<file path="src/rtl/qei_enc_pkg.sv">
// Shared types and constants for the quadrature encoder emulator.
// Phase encoding, step direction and default parameter widths.
package qei_enc_pkg;

  localparam int unsigned CNT_W_DEF = 32;
  localparam int unsigned DIV_W_DEF = 16;
  localparam int unsigned CPR_W_DEF = 16;

  // Indexed by quadrature phase s: {A,B} = 00, 10, 11, 01 for s = 0..3.
  localparam logic [3:0][1:0] PHASE_AB = {2'b01, 2'b11, 2'b10, 2'b00};

  typedef enum logic [1:0] {
    DIR_NONE = 2'd0,
    DIR_FWD  = 2'd1,
    DIR_REV  = 2'd2
  } dir_e;

endpackage

</file>
<file path="src/rtl/qei_enc_prescaler.sv">
// Edge-rate prescaler: asserts tick once every div+1 enabled cycles.
// The >= compare keeps a mid-count decrease of div from overshooting.
module qei_enc_prescaler
  import qei_enc_pkg::*;
#(
  parameter int unsigned DIV_W = DIV_W_DEF
) (
  input  logic             clk_i,
  input  logic             rst_ni,
  input  logic             enable_i,
  input  logic             clear_i,
  input  logic [DIV_W-1:0] div_i,
  output logic             tick_o
);

  logic [DIV_W-1:0] pcnt_q, pcnt_d;

  assign tick_o = enable_i && (pcnt_q >= div_i);

  always_comb begin
    pcnt_d = pcnt_q + DIV_W'(1);
    if (!enable_i || clear_i || tick_o) begin
      pcnt_d = '0;
    end
  end

  always_ff @(posedge clk_i or negedge rst_ni) begin
    if (!rst_ni) begin
      pcnt_q <= '0;
    end else begin
      pcnt_q <= pcnt_d;
    end
  end

endmodule

</file>
<file path="src/rtl/qei_encoder_gen.sv">
// Quadrature encoder emulator stepping A/B/index toward a signed target position.
// Define QEI_ENC_INDEX_EN to build the angle counter and index output; otherwise qei_i is 0.
module qei_encoder_gen
  import qei_enc_pkg::*;
#(
  parameter int unsigned CNT_W = CNT_W_DEF,
  parameter int unsigned DIV_W = DIV_W_DEF,
  parameter int unsigned CPR_W = CPR_W_DEF
) (
  input  logic             sys_clk,
  input  logic             sys_rst_n,
  input  logic             enable,
  input  logic [CNT_W-1:0] target,
  input  logic [DIV_W-1:0] div,
  input  logic [CPR_W-1:0] cpr,
  input  logic             load,
  output logic             qei_a,
  output logic             qei_b,
  output logic             qei_i,
  output logic [CNT_W-1:0] position,
  output logic             busy,
  output logic             done
);

  logic tick;

  qei_enc_prescaler #(
    .DIV_W (DIV_W)
  ) u_prescaler (
    .clk_i    (sys_clk),
    .rst_ni   (sys_rst_n),
    .enable_i (enable),
    .clear_i  (load),
    .div_i    (div),
    .tick_o   (tick)
  );

  dir_e             dir;
  logic [1:0]       s_q, s_d;
  logic [CNT_W-1:0] pos_q, pos_d;
  logic             a_q, b_q, done_q, done_d;
  logic [1:0]       ab_d;

  // load suppresses stepping; target is only sampled on a tick.
  always_comb begin
    dir = DIR_NONE;
    if (tick && !load) begin
      if ($signed(pos_q) < $signed(target)) begin
        dir = DIR_FWD;
      end else if ($signed(pos_q) > $signed(target)) begin
        dir = DIR_REV;
      end
    end
  end

  always_comb begin
    s_d    = s_q;
    pos_d  = pos_q;
    done_d = 1'b0;
    unique case (dir)
      DIR_FWD: begin
        s_d    = s_q + 2'd1;
        pos_d  = pos_q + CNT_W'(1);
        done_d = (pos_d == target);
      end
      DIR_REV: begin
        s_d    = s_q - 2'd1;
        pos_d  = pos_q - CNT_W'(1);
        done_d = (pos_d == target);
      end
      default: ;
    endcase
    if (load) begin
      pos_d = target;
    end
  end

  assign ab_d = PHASE_AB[s_d];

  always_ff @(posedge sys_clk or negedge sys_rst_n) begin
    if (!sys_rst_n) begin
      s_q    <= 2'd0;
      pos_q  <= '0;
      a_q    <= 1'b0;
      b_q    <= 1'b0;
      done_q <= 1'b0;
    end else begin
      s_q    <= s_d;
      pos_q  <= pos_d;
      a_q    <= ab_d[1];
      b_q    <= ab_d[0];
      done_q <= done_d;
    end
  end

`ifdef QEI_ENC_INDEX_EN
  logic [CPR_W-1:0] angle_q, angle_d;
  logic             qei_i_q, qei_i_d;

  // Out-of-range angle (cpr shrank) snaps to 0 going forward, cpr-1 going back.
  always_comb begin
    angle_d = angle_q;
    qei_i_d = qei_i_q;
    if (dir == DIR_FWD) begin
      if (cpr == '0 || angle_q >= cpr - CPR_W'(1)) begin
        angle_d = '0;
      end else begin
        angle_d = angle_q + CPR_W'(1);
      end
    end else if (dir == DIR_REV) begin
      if (cpr == '0) begin
        angle_d = '0;
      end else if (angle_q == '0 || angle_q >= cpr) begin
        angle_d = cpr - CPR_W'(1);
      end else begin
        angle_d = angle_q - CPR_W'(1);
      end
    end
    if (dir != DIR_NONE) begin
      qei_i_d = (angle_d == '0) && (cpr != '0);
    end
  end

  always_ff @(posedge sys_clk or negedge sys_rst_n) begin
    if (!sys_rst_n) begin
      angle_q <= '0;
      qei_i_q <= 1'b0;
    end else begin
      angle_q <= angle_d;
      qei_i_q <= qei_i_d;
    end
  end

  assign qei_i = qei_i_q;
`else
  logic unused_cpr;
  assign unused_cpr = ^cpr;
  assign qei_i      = 1'b0;
`endif

  assign qei_a    = a_q;
  assign qei_b    = b_q;
  assign position = pos_q;
  assign done     = done_q;
  assign busy     = (pos_q != target);

endmodule

</file>
<file path="config.mk">
export PLATFORM = sky130hd
export DESIGN_NAME = qei_encoder_gen
export DESIGN_NICKNAME = d
export VERILOG_FILES = /design/src/rtl/qei_enc_pkg.sv /design/src/rtl/qei_enc_prescaler.sv /design/src/rtl/qei_encoder_gen.sv
export SDC_FILE = /design/constraint.sdc
export NUM_CORES = 1
export LEC_CHECK = 0
export CAP_MARGIN = 0
export CORE_UTILIZATION = 30
export DETAILED_ROUTE_END_ITERATION = 10
export SYNTH_ARGS = -nofsm -noshare
export SYNTH_HDL_FRONTEND = slang
export SYNTH_SLANG_ARGS = --single-unit
</file>
<file path="constraint.sdc">
create_clock -name sys_clk -period 11.9 [get_ports sys_clk]
set_input_delay 2.38 -clock sys_clk [delete_from_list [all_inputs] [get_ports sys_clk]]
set_output_delay 2.38 -clock sys_clk [all_outputs]
set_load 0.03 [all_outputs]
</file>
==> impl_metrics.csv, run 1 <==
group,metric,value,unit
logic_synthesis,ys.flop_type,"dfrtp_1",
worst_setup_path,path_max_fanout,32,
worst_setup_path,rr_worst_depth,21,
logic_synthesis,netlist-cell-type-count,65,
sta,setup_tns,0,ns
clocking,cts_buffer_depth,2,
clocking,numCtsBuffers,5,
final_layout,syn_to_final_growth,21.49,%
clocking,cts-resized-gates,0,
logic_synthesis,ys_seq_area_frac,0.2297,
logic_synthesis,synth_cells,694,
worst_setup_path,critPathKind,"in -> reg",
floorplanning,ios,105,
floorplanning,die_x,139.4,um
floorplanning,core_area,18210,um^2
detailed_routing,wl,17030,um
run,drv_cap,0,
worst_setup_path,r2r_start,"position[14]",
global_route,gr-usage-all-layers,0.1794,
sta,relSlewSlack,0.3369,
clocking,htreeDepth,2,
logic_synthesis,ys_warn_count,0,
floorplanning,rows,49,
power,vdd_drop_max,0.05672,mV
detailed_routing,drc,0,
placement,place_hpwl,13110,um
sta,final_max_slew_viol_count,0,
worst_setup_path,rrSetupSlack,5.52,ns
detailed_routing,dr.first_iter.drc_count,460,
logic_synthesis,avgSynthCellArea,8.162,um^2
hold_path,min_to,"s_q[0]",
final_layout,fin_nets,911,
clocking,post_cts_buffers,0,
sta,post-route-min-period,8.617,ns
logic_synthesis,synth_area_leader_cell,"dfrtp_1",
worst_setup_path,start_kind,"primary input",
clocking,ctsRootBufferMaster,"clkbuf_16",
detailed_routing,vias_per_cell,5.447,
detailed_routing,drtAntennaViolNets,0,
global_route,antenna_found_initial,0,
sta,skew,0.01117,ns
sta,worstMarginPinSlew,0.9818,ns
final_layout,antenna_cells,0,
power,power.density,83.25,nW/um^2
global_route,grt-ovfl-total,0,
logic_synthesis,yosysMostFrequentCell,"ha_1",
global_route,grt_max_degree,53,
global_route,grt_pass1_wl,27590,um
worst_setup_path,end_kind,"flop",
detailed_routing,wl_per_cell,17.15,um
logic_synthesis,synth_area,5664,um^2
worst_setup_path,reg2reg_to,"done",
clocking,insertion_delay,0.32,ns
hold_path,hold_path.class,"reg -> reg",
worst_setup_path,arrival,8.84,ns
global_route,grt_pass1_vias,5219,
logic_synthesis,synth.top_cell.area_share,0.2297,
logic_synthesis,synthesis.nets,842,
logic_synthesis,synthArstFlopShare,1.000,
floorplanning,die_h,139.4,um
hold_path,min-delay-start,"s_q[0]",
sta,setup_viol,0,
floorplanning,start_util,0.3111,
final_layout,num-fill-cells,1869,
worst_setup_path,required,12.12,ns
logic_synthesis,synth_edf_count,0,
logic_synthesis,netlist_top_cells_area,"dfrtp_1 23%, ha_1 17%, xnor2_1 8.2%",
detailed_routing,drtPass1Iterations,5,
clocking,hold_buffers,0,
power,power.leakage,3.105,nW
clocking,cts_tree,"yes",
hold_path,min_delay_path_depth,1,
logic_synthesis,synth-seq-cells,52,
clocking,clkTransAtPathRegs,0.07,ns
sta,fmax,116.1,MHz
sta,rsz0062_at_grt,"false",
run_status,status,"finished clean",
logic_synthesis,synth_common_cells,"79 x ha_1, 61 x nor2_1, 60 x inv_1",
placement,gp_congestion,0.8696,
floorplanning,die_area,19430,um^2
sta,post-route-period-util,0.7241,
final_layout,stdcell_area,6882,um^2
final_layout,drive_above_1_share,0.03534,
clocking,cts_num_sinks,52,
placement,port_buffers,87,
placement,placed_area,6734,um^2
detailed_routing,vias,5409,
sta,finalHoldViolCount,0,
## power breakdown
part	total (mW)	switching [mW]	internal, mW
registers	0.202	0.0147	0.187
logic	0.215	0.122	0.0925
clock network	0.156	0.0770	0.0791
total	0.573	0.214	0.359
## final cells by class
class	instances	area (um^2)	area share
multi-input cells	550	4006	0.5822
flip-flops and latches	52	1301	0.1891
repair buffers	93	910.9	0.1324
well taps	229	286.5	0.04164
inverters	61	229.0	0.03327
clock buffers	5	125.1	0.01818
clock inverters	3	22.52	0.003273
## layout by cell type, fill, tap and decap left out, types with 4 or more instances in the layout
master	synthesis	final
a221oi_1	15	15
clkdlybuf4s50_1	0	86
buf_4	1	6
a22oi_1	5	5
ha_1	79	79
a32oi_1	4	4
nor2_1	61	61
clkbuf_16	0	5
nor2b_1	5	4
a211oi_1	10	10
a31oi_1	5	5
nand4_1	18	18
nor4_1	5	5
dfrtp_1	52	52
o21a_1	7	7
o22ai_1	11	11
nor3_1	21	21
and3_1	9	9
inv_1	60	60
and4_1	4	4
nand2_1	34	34
xnor2_1	53	53
xor2_1	22	22
o21ai_0	21	21
nand3_1	28	28
a21o_1	22	22
a21oi_1	51	51
## kinds of logic (layout without fill, tap and decap cells)
logic type,count (synthesis),in the layout,share of synthesized area
AO/OA/AOI/OAI,195,195,0.2379
other,1,1,0.0006621
multiplexers,2,2,0.003534
AND/OR/NAND/NOR,196,196,0.1679
adder cells (fa/ha/maj),80,80,0.1780
buffers and inverters,92,162,0.06340
XOR/XNOR,76,76,0.1188
flip-flops,52,52,0.2297
## metal layers
metal / wire [um] / GRT usage / vias up / part of all wire
met3: 783 / 0.02615 / 14 / 0.046
met2: 7773 / 0.2893 / 139 / 0.46
li1: - / - / 2684 / -
met1: 8248 / 0.2506 / 2572 / 0.48
met5: 0 / 0 / - / 0
met4: 222 / 0.04269 / 0 / 0.013
## through the flow
stage / util / total power [mW] / instances / hold slack (ns) / setup slack [ns]
5_1_grt: 0.3779 / 0.6097 / 993 / 0.5570 / 2.918
6_report: 0.3779 / 0.5729 / 993 / 0.5132 / 3.283
2_1_floorplan: - / 0.3387 / 694 / 0.4737 / 4.493
4_1_cts: 0.3779 / 0.5802 / 993 / 0.5195 / 3.349
3_5_place_dp: 0.3698 / 0.4195 / 985 / 0.5044 / 3.051
3_3_place_gp: 0.3698 / 0.4183 / 985 / 0.5026 / 3.108
## critical path, stage by stage
cell and delay, ns:
clkdlybuf4s50_1 0.59, inv_1 0.12, ha_1 0.31, nand4_1 0.16
nor4_1 0.52, a21boi_0 0.36, or3b_2 0.24, a21oi_1 0.09
xnor2_1 0.32, and3b_1 0.22, buf_4 0.26, ha_1 0.58
and3_1 0.24, a221oi_1 0.10, o2bb2ai_1 0.42, o21ai_2 0.22
o32ai_1 0.48, nor2_1 0.15, o21ai_0 0.26, nor3_1 0.11
nor4_1 0.33, nand4_1 0.16, nor3_1 0.20
## registers in the layout, indices dropped and copies added, names as in the netlist
| register | count |
|---|---|
| done | 1 |
| position | 32 |
| qei_a | 1 |
| qei_b | 1 |
| s_q | 1 |
| u_prescaler.pcnt_q | 16 |
## worst max-delay path by stage
stage                from            to  slack, ns
2_1_floorplan  target[14]  position[31]       4.49
6_report        target[9]          done       3.28
4_1_cts         target[9]          done       3.35
5_1_grt         target[9]          done       2.92
3_5_place_dp    target[9]          done       3.05
3_3_place_gp    target[9]          done       3.11
No activity file was read; power rests on OpenSTA's default activity.
==> inputs of run 2 (changes only) <==
==> constraint.sdc (replaced) <==
create_clock -name sys_clk -period 7.25 [get_ports sys_clk]
set_input_delay 1.45 -clock sys_clk [delete_from_list [all_inputs] [get_ports sys_clk]]
set_output_delay 1.45 -clock sys_clk [all_outputs]
set_load 0.03 [all_outputs]
==> run 2 against run 1 <==
Compared with the run above:
- global-route usage is 0.46 points higher
- worst hold slack gained 0.0018 ns
- via count is 6.4% higher
- sequential share of layout area decreased by 2.3 points
- cell count rose by 11%
- setup slack lost 3.0 ns
- register-to-register slack got worse by 4.0 ns
- clock power grew 100%
- final area grew 14%
- highest routed layer unchanged
==> impl_metrics.csv, run 2 (synthesized netlist as in run 1, its figures left out) <==
group,metric,value,unit
floorplanning,die_area,19430,um^2
detailed_routing,dr.first_iter.drc_count,358,
worst_setup_path,r2r_start,"position[5]",
detailed_routing,vias_per_cell,5.221,
global_route,grt_pass1_wl,28360,um
clocking,ctsRootBufferMaster,"clkbuf_16",
placement,placed_cells_incl_taps,1094,
hold_path,hold_path.class,"reg -> reg",
global_route,grt.met1_usage,0.2564,
floorplanning,rows,49,
final_layout,num-fill-cells,1803,
detailed_routing,vias,5754,
clocking,insertion_delay,0.31,ns
clocking,cts_tree,"yes",
detailed_routing,wl_per_cell,15.90,um
global_route,gr-usage-met2,0.2997,
power,vdd_drop_max,0.08733,mV
sta,holdWs,0.5149,ns
worst_setup_path,end_kind,"flop",
worst_setup_path,rr_worst_depth,21,
clocking,cts_num_sinks,52,
sta,skew,0.01016,ns
final_layout,regArea,1301,um^2
detailed_routing,drtAntennaViolNets,0,
sta,relSlewSlack,0.5160,
worst_setup_path,cp-startpoint,"target[5]",
worst_setup_path,start_kind,"primary input",
worst_setup_path,required,7.47,ns
sta,worstMarginPinSlew,0.7260,ns
final_layout,final_util,0.4296,
sta,layout_setup_ws,0.2637,ns
clocking,clkTransAtPathRegs,0.07,ns
clocking,hold_buffers,0,
worst_setup_path,path_max_fanout,9,
detailed_routing,drtPass1Iterations,5,
floorplanning,core_area,18210,um^2
clocking,cts_buffer_depth,2,
clocking,numCtsBuffers,5,
clocking,htreeDepth,2,
sta,post-route-period-util,0.9636,
sta,fmax,143.1,MHz
final_layout,stdcell_area,7823,um^2
placement,port_buffers,87,
sta,post-route-min-period,6.986,ns
final_layout,layout_commonest_cell,"buf_4",
floorplanning,die_x,139.4,um
sta,finalHoldViolCount,0,
placement,place_hpwl,14030,um
global_route,grt_max_degree,53,
final_layout,fin_nets,1021,
final_layout,drive_above_1_share,0.1684,
global_route,grt_pass1_vias,5525,
sta,final_max_slew_viol_count,0,
final_layout,fin_cells,1102,
global_route,top_usage_layer,"met2",
run,drv_cap,0,
final_layout,multi_input_area,4068,um^2
floorplanning,die_h,139.4,um
hold_path,min_delay_path_depth,1,
final_layout,layout_common_cells,"114 x buf_4, 86 x clkdlybuf4s50_1, 79 x ha_1, 61 x nor2_1, 60 x inv_1",
power,power.leakage,3.672,nW
sta,setup_viol,0,
run_status,status,"finished clean",
global_route,gr-usage-all-layers,0.1839,
power,power.density,134.3,nW/um^2
hold_path,min-delay-start,"qei_b",
worst_setup_path,critPathKind,"in -> reg",
final_layout,syn_to_final_growth,38.10,%
global_route,grt.met3_usage,0.02374,
final_layout,antenna_cells,0,
global_route,grt-ovfl-total,0,
detailed_routing,wl,17520,um
worst_setup_path,arrival,7.21,ns
placement,post-place-ws,-0.09237,ns
floorplanning,ios,105,
placement,placed_area,7565,um^2
floorplanning,start_util,0.3111,
detailed_routing,drc,0,
final_layout,largest_reg_flops,32,
placement,gp_congestion,0.8866,
global_route,antenna_found_initial,0,
run 2: cell count changes in the layout (fill, tap and decap cells not counted), moves of 2 or more:
cell and change:
o21ai_0 -2, o21ai_1 +2, buf_4 +108, nor4_1 -2, nor4_2 +2, bufinv_16 +2
run 2: what timing repair did:
| item | CTS | global route |
|---|---|---|
| buffers inserted | 0 | 1 |
| resized for setup | 0 | 14 |
| endpoints found under the setup margin | 0 | 2 |
run 2: worst paths after layout:
check | end | slack [ns]
setup reg to reg | done | 1.52
setup / recovery | done | 0.26
hold / removal | qei_a | 0.51
max in group asynchronous | position[31] | 5.50
min in group asynchronous | position[14] | 1.28
hold reg to reg | qei_a | 0.51
run 2: final cells by class:
class	instances	share of cell area
clock buffers	5	0.01599
clock inverters	2	0.007678
inverters	61	0.02927
multi-input cells	550	0.5200
flip-flops and latches	52	0.1663
well taps	229	0.03663
repair buffers	203	0.2241
run 2: stage by stage:
stage                     power [mW]   TNS [ns]
after global routing           1.111  -0.008013
after detailed placement      0.7357   -0.09237
after CTS                      1.058          0
final                          1.051          0
after floorplan               0.5559          0
after global placement        0.7327    -0.1046
run 2: power by group:
part | switching [mW] | total (mW) | internal (mW) | leakage, nW
logic | 0.213 | 0.404 | 0.190 | 2.94
clock network | 0.119 | 0.315 | 0.196 | 0.0899
registers | 0.0242 | 0.332 | 0.308 | 0.643
total | 0.356 | 1.05 | 0.694 | 3.67
run 2: per-layer routing:
layer  wire, um  vias up  part of all wire
met3        782       14             0.045
met1       8409     2721              0.48
met2       8062      121              0.46
met5          0        -                 0
li1           -     2898                 -
met4        265        0             0.015
run 2: worst max-delay path, stage by stage:
cell	delay (ns)
clkdlybuf4s50_1	0.48
inv_1	0.06
ha_1	0.30
a21oi_1	0.16
o21ai_0	0.20
a221oi_2	0.34
or3b_2	0.54
a21oi_1	0.18
xnor2_1	0.16
and3b_2	0.31
buf_12	0.17
ha_1	0.28
a21o_1	0.22
a221oi_1	0.38
o2bb2ai_1	0.21
o21ai_2	0.29
xnor2_1	0.13
buf_4	0.15
a211oi_1	0.36
nand4_1	0.21
nor4_2	0.30
nand4_1	0.15
nor3_1	0.18
==> inputs of run 3 (changes only) <==
--- a/config.mk
+++ b/config.mk
@@ -11,3 +11,4 @@
 export SYNTH_ARGS = -nofsm -noshare
 export SYNTH_HDL_FRONTEND = slang
 export SYNTH_SLANG_ARGS = --single-unit
+export TNS_END_PERCENT = 30
==> constraint.sdc (replaced) <==
create_clock -name sys_clk -period 7.5 [get_ports sys_clk]
set_input_delay 1.5 -clock sys_clk [delete_from_list [all_inputs] [get_ports sys_clk]]
set_output_delay 1.5 -clock sys_clk [all_outputs]
set_load 0.03 [all_outputs]
==> run 3 against run 2 <==
Compared with the run above:
- global-route usage is 0.32 points higher
- clock skew shrank 0.00092 ns
- clock power shrank 22%
- combinational power shrank 9.2%
- die area stayed put
- sequential power shrank 3%
- clock-buffer cell count up 1
- sequential share of layout area is 1.1 points higher
- cell count fell by 4.7%
- routed wire length rose by 0.70%
- final area shrank 6.3%
- setup slack improved by 0.098 ns
- critical path type unchanged
- largest cell class unchanged
- largest power group unchanged
==> impl_metrics.csv, run 3 (synthesized netlist as in run 1, its figures left out) <==
group,metric,value,unit
placement,placed_cells_incl_taps,1042,
final_layout,layout_commonest_cell,"clkdlybuf4s50_1",
final_layout,layout_common_cells,"86 x clkdlybuf4s50_1, 79 x ha_1, 62 x buf_4, 61 x nor2_1, 60 x inv_1",
worst_setup_path,arrival,7.36,ns
worst_setup_path,critical_path.top_delay_family,"compound AO/OA/AOI/OAI gates",
power,p_sw,346.2,uW
clocking,clkTransAtPathRegs,0.07,ns
sta,post-route-period-util,0.9517,
global_route,gr-usage-all-layers,0.1871,
sta,post-route-min-period,7.138,ns
power,power.leakage,3.385,nW
floorplanning,core_area,18210,um^2
global_route,gr-usage-met2,0.3113,
global_route,grt_max_degree,53,
detailed_routing,drtPass1Iterations,5,
run_status,status,"finished clean",
power,vdd_drop_max,0.08396,mV
worst_setup_path,required,7.72,ns
worst_setup_path,critPathBufInv,4,
worst_setup_path,crit_slowest_cell,"clkdlybuf4s50_1",
hold_path,hold_path.class,"reg -> reg",
sta,skew,0.009237,ns
power,p_int,588.1,uW
final_layout,fin_cells,1050,
clocking,htreeDepth,2,
final_layout,final_util,0.4027,
floorplanning,ios,105,
sta,layout_setup_ws,0.3621,ns
final_layout,stdcell_area,7332,um^2
detailed_routing,drc,0,
floorplanning,die_area,19430,um^2
floorplanning,die_h,139.4,um
power,power.density,127.4,nW/um^2
worst_setup_path,path_max_fanout,11,
placement,port_buffers,87,
clocking,ctsRootBufferMaster,"clkbuf_16",
final_layout,drive_above_1_share,0.1035,
sta,setup_tns,0,ns
placement,gp_congestion,0.9111,
final_layout,syn_to_final_growth,29.45,%
run,drv_cap,0,
floorplanning,start_util,0.3111,
floorplanning,die_x,139.4,um
global_route,grt-ovfl-total,0,
detailed_routing,dr.first_iter.drc_count,353,
detailed_routing,vias_per_cell,5.319,
placement,post-place-ws,0.06396,ns
sta,setup_viol,0,
sta,holdWs,0.5160,ns
global_route,grt.met3_usage,0.02374,
final_layout,regArea,1301,um^2
worst_setup_path,critPathKind,"in -> reg",
power,p_sw_frac,0.3705,
clocking,cts_num_sinks,52,
global_route,top_usage_layer,"met2",
floorplanning,rows,49,
final_layout,fin_nets,968,
power,power,934.2,uW
detailed_routing,drtAntennaViolNets,0,
detailed_routing,wl,17640,um
global_route,grt_pass1_vias,5526,
sta,worstMarginPinSlew,0.7294,ns
worst_setup_path,crit_chain,"clkdlybuf4s50_1, inv_1, ha_1, a21oi_1, o21ai_0, a221oi_1, buf_4, or3b_2, a21oi_1, xnor2_1, and3b_1, buf_12, ha_1, and3_1, a221oi_1, o2bb2ai_1, o21ai_2, o32ai_2, nor2_1, o21ai_0, nor3_1, nor4_1, nand4_1, nor3_1",
sta,relSlewSlack,0.5138,
sta,final_max_slew_viol_count,0,
power,combPwrFrac,0.393,
sta,fmax,140.1,MHz
placement,placed_area,7174,um^2
clocking,post_cts_buffers,0,
global_route,grt_pass1_wl,28800,um
final_layout,antenna_cells,0,
clocking,insertion_delay,0.31,ns
sta,finalHoldViolCount,0,
worst_setup_path,start_kind,"primary input",
placement,place_hpwl,13880,um
final_layout,largest_reg_flops,32,
final_layout,multi_input_area,4019,um^2
clocking,cts_tree,"yes",
global_route,grt.met1_usage,0.2556,
final_layout,num-fill-cells,1889,
detailed_routing,vias,5585,
power,p_clk_frac,0.264,
clocking,cts_buffer_depth,2,
worst_setup_path,end_kind,"flop",
detailed_routing,wl_per_cell,16.80,um
clocking,numCtsBuffers,5,
power,p_seq_frac,0.344,
global_route,antenna_found_initial,0,
worst_setup_path,critPathMaxStageDelay,0.51,ns
[run 3: cell types whose count changed in the layout (fill, tap and decap cells not counted), moves of 2 or more]
cell | previous run | this run
buf_4 | 114 | 62
bufinv_16 | 2 | 0
nor4_1 | 3 | 5
nor4_2 | 2 | 0
o21ai_0 | 19 | 21
o21ai_1 | 4 | 2
[run 3: power groups by stage]
stage                     Combinational, mW  Sequential (mW)  Clock [mW]
after CTS                             0.367            0.321       0.258
after detailed placement              0.364            0.327           0
after floorplan                       0.184            0.353           0
final                                 0.367            0.321       0.246
after global routing                  0.403            0.325       0.268
after global placement                0.362            0.327           0
[run 3: layout make-up]
class	instances	area share
Clock buffer	6	0.01758
Inverter	61	0.03123
Clock inverter	2	0.002218
Sequential cell	52	0.1775
Multi-Input combinational cell	550	0.5481
Tap cell	229	0.03908
Timing Repair Buffer	150	0.1843
[run 3: final timing paths]
path,start,endpoint,slack [ns],depth (start not counted)
setup / recovery,target[5],done,0.36,24
hold / removal,qei_b,qei_b,0.52,1
setup reg to reg,position[5],done,1.70,22
hold reg to reg,qei_b,qei_b,0.52,1
max in group asynchronous,sys_rst_n,u_prescaler.pcnt_q[0],5.68,2
min in group asynchronous,sys_rst_n,position[13],1.33,2
[run 3: what timing repair did]
item,4_1_cts,5_1_grt
endpoints found under the setup margin,0,1
hold buffers,0,0
gates resized for setup,0,2
[run 3: metal layers]
layer  part of all wire  wire length (um)
met5                  0                 0
met1               0.49              8612
met3              0.033               589
met4              0.016               289
met2               0.46              8151
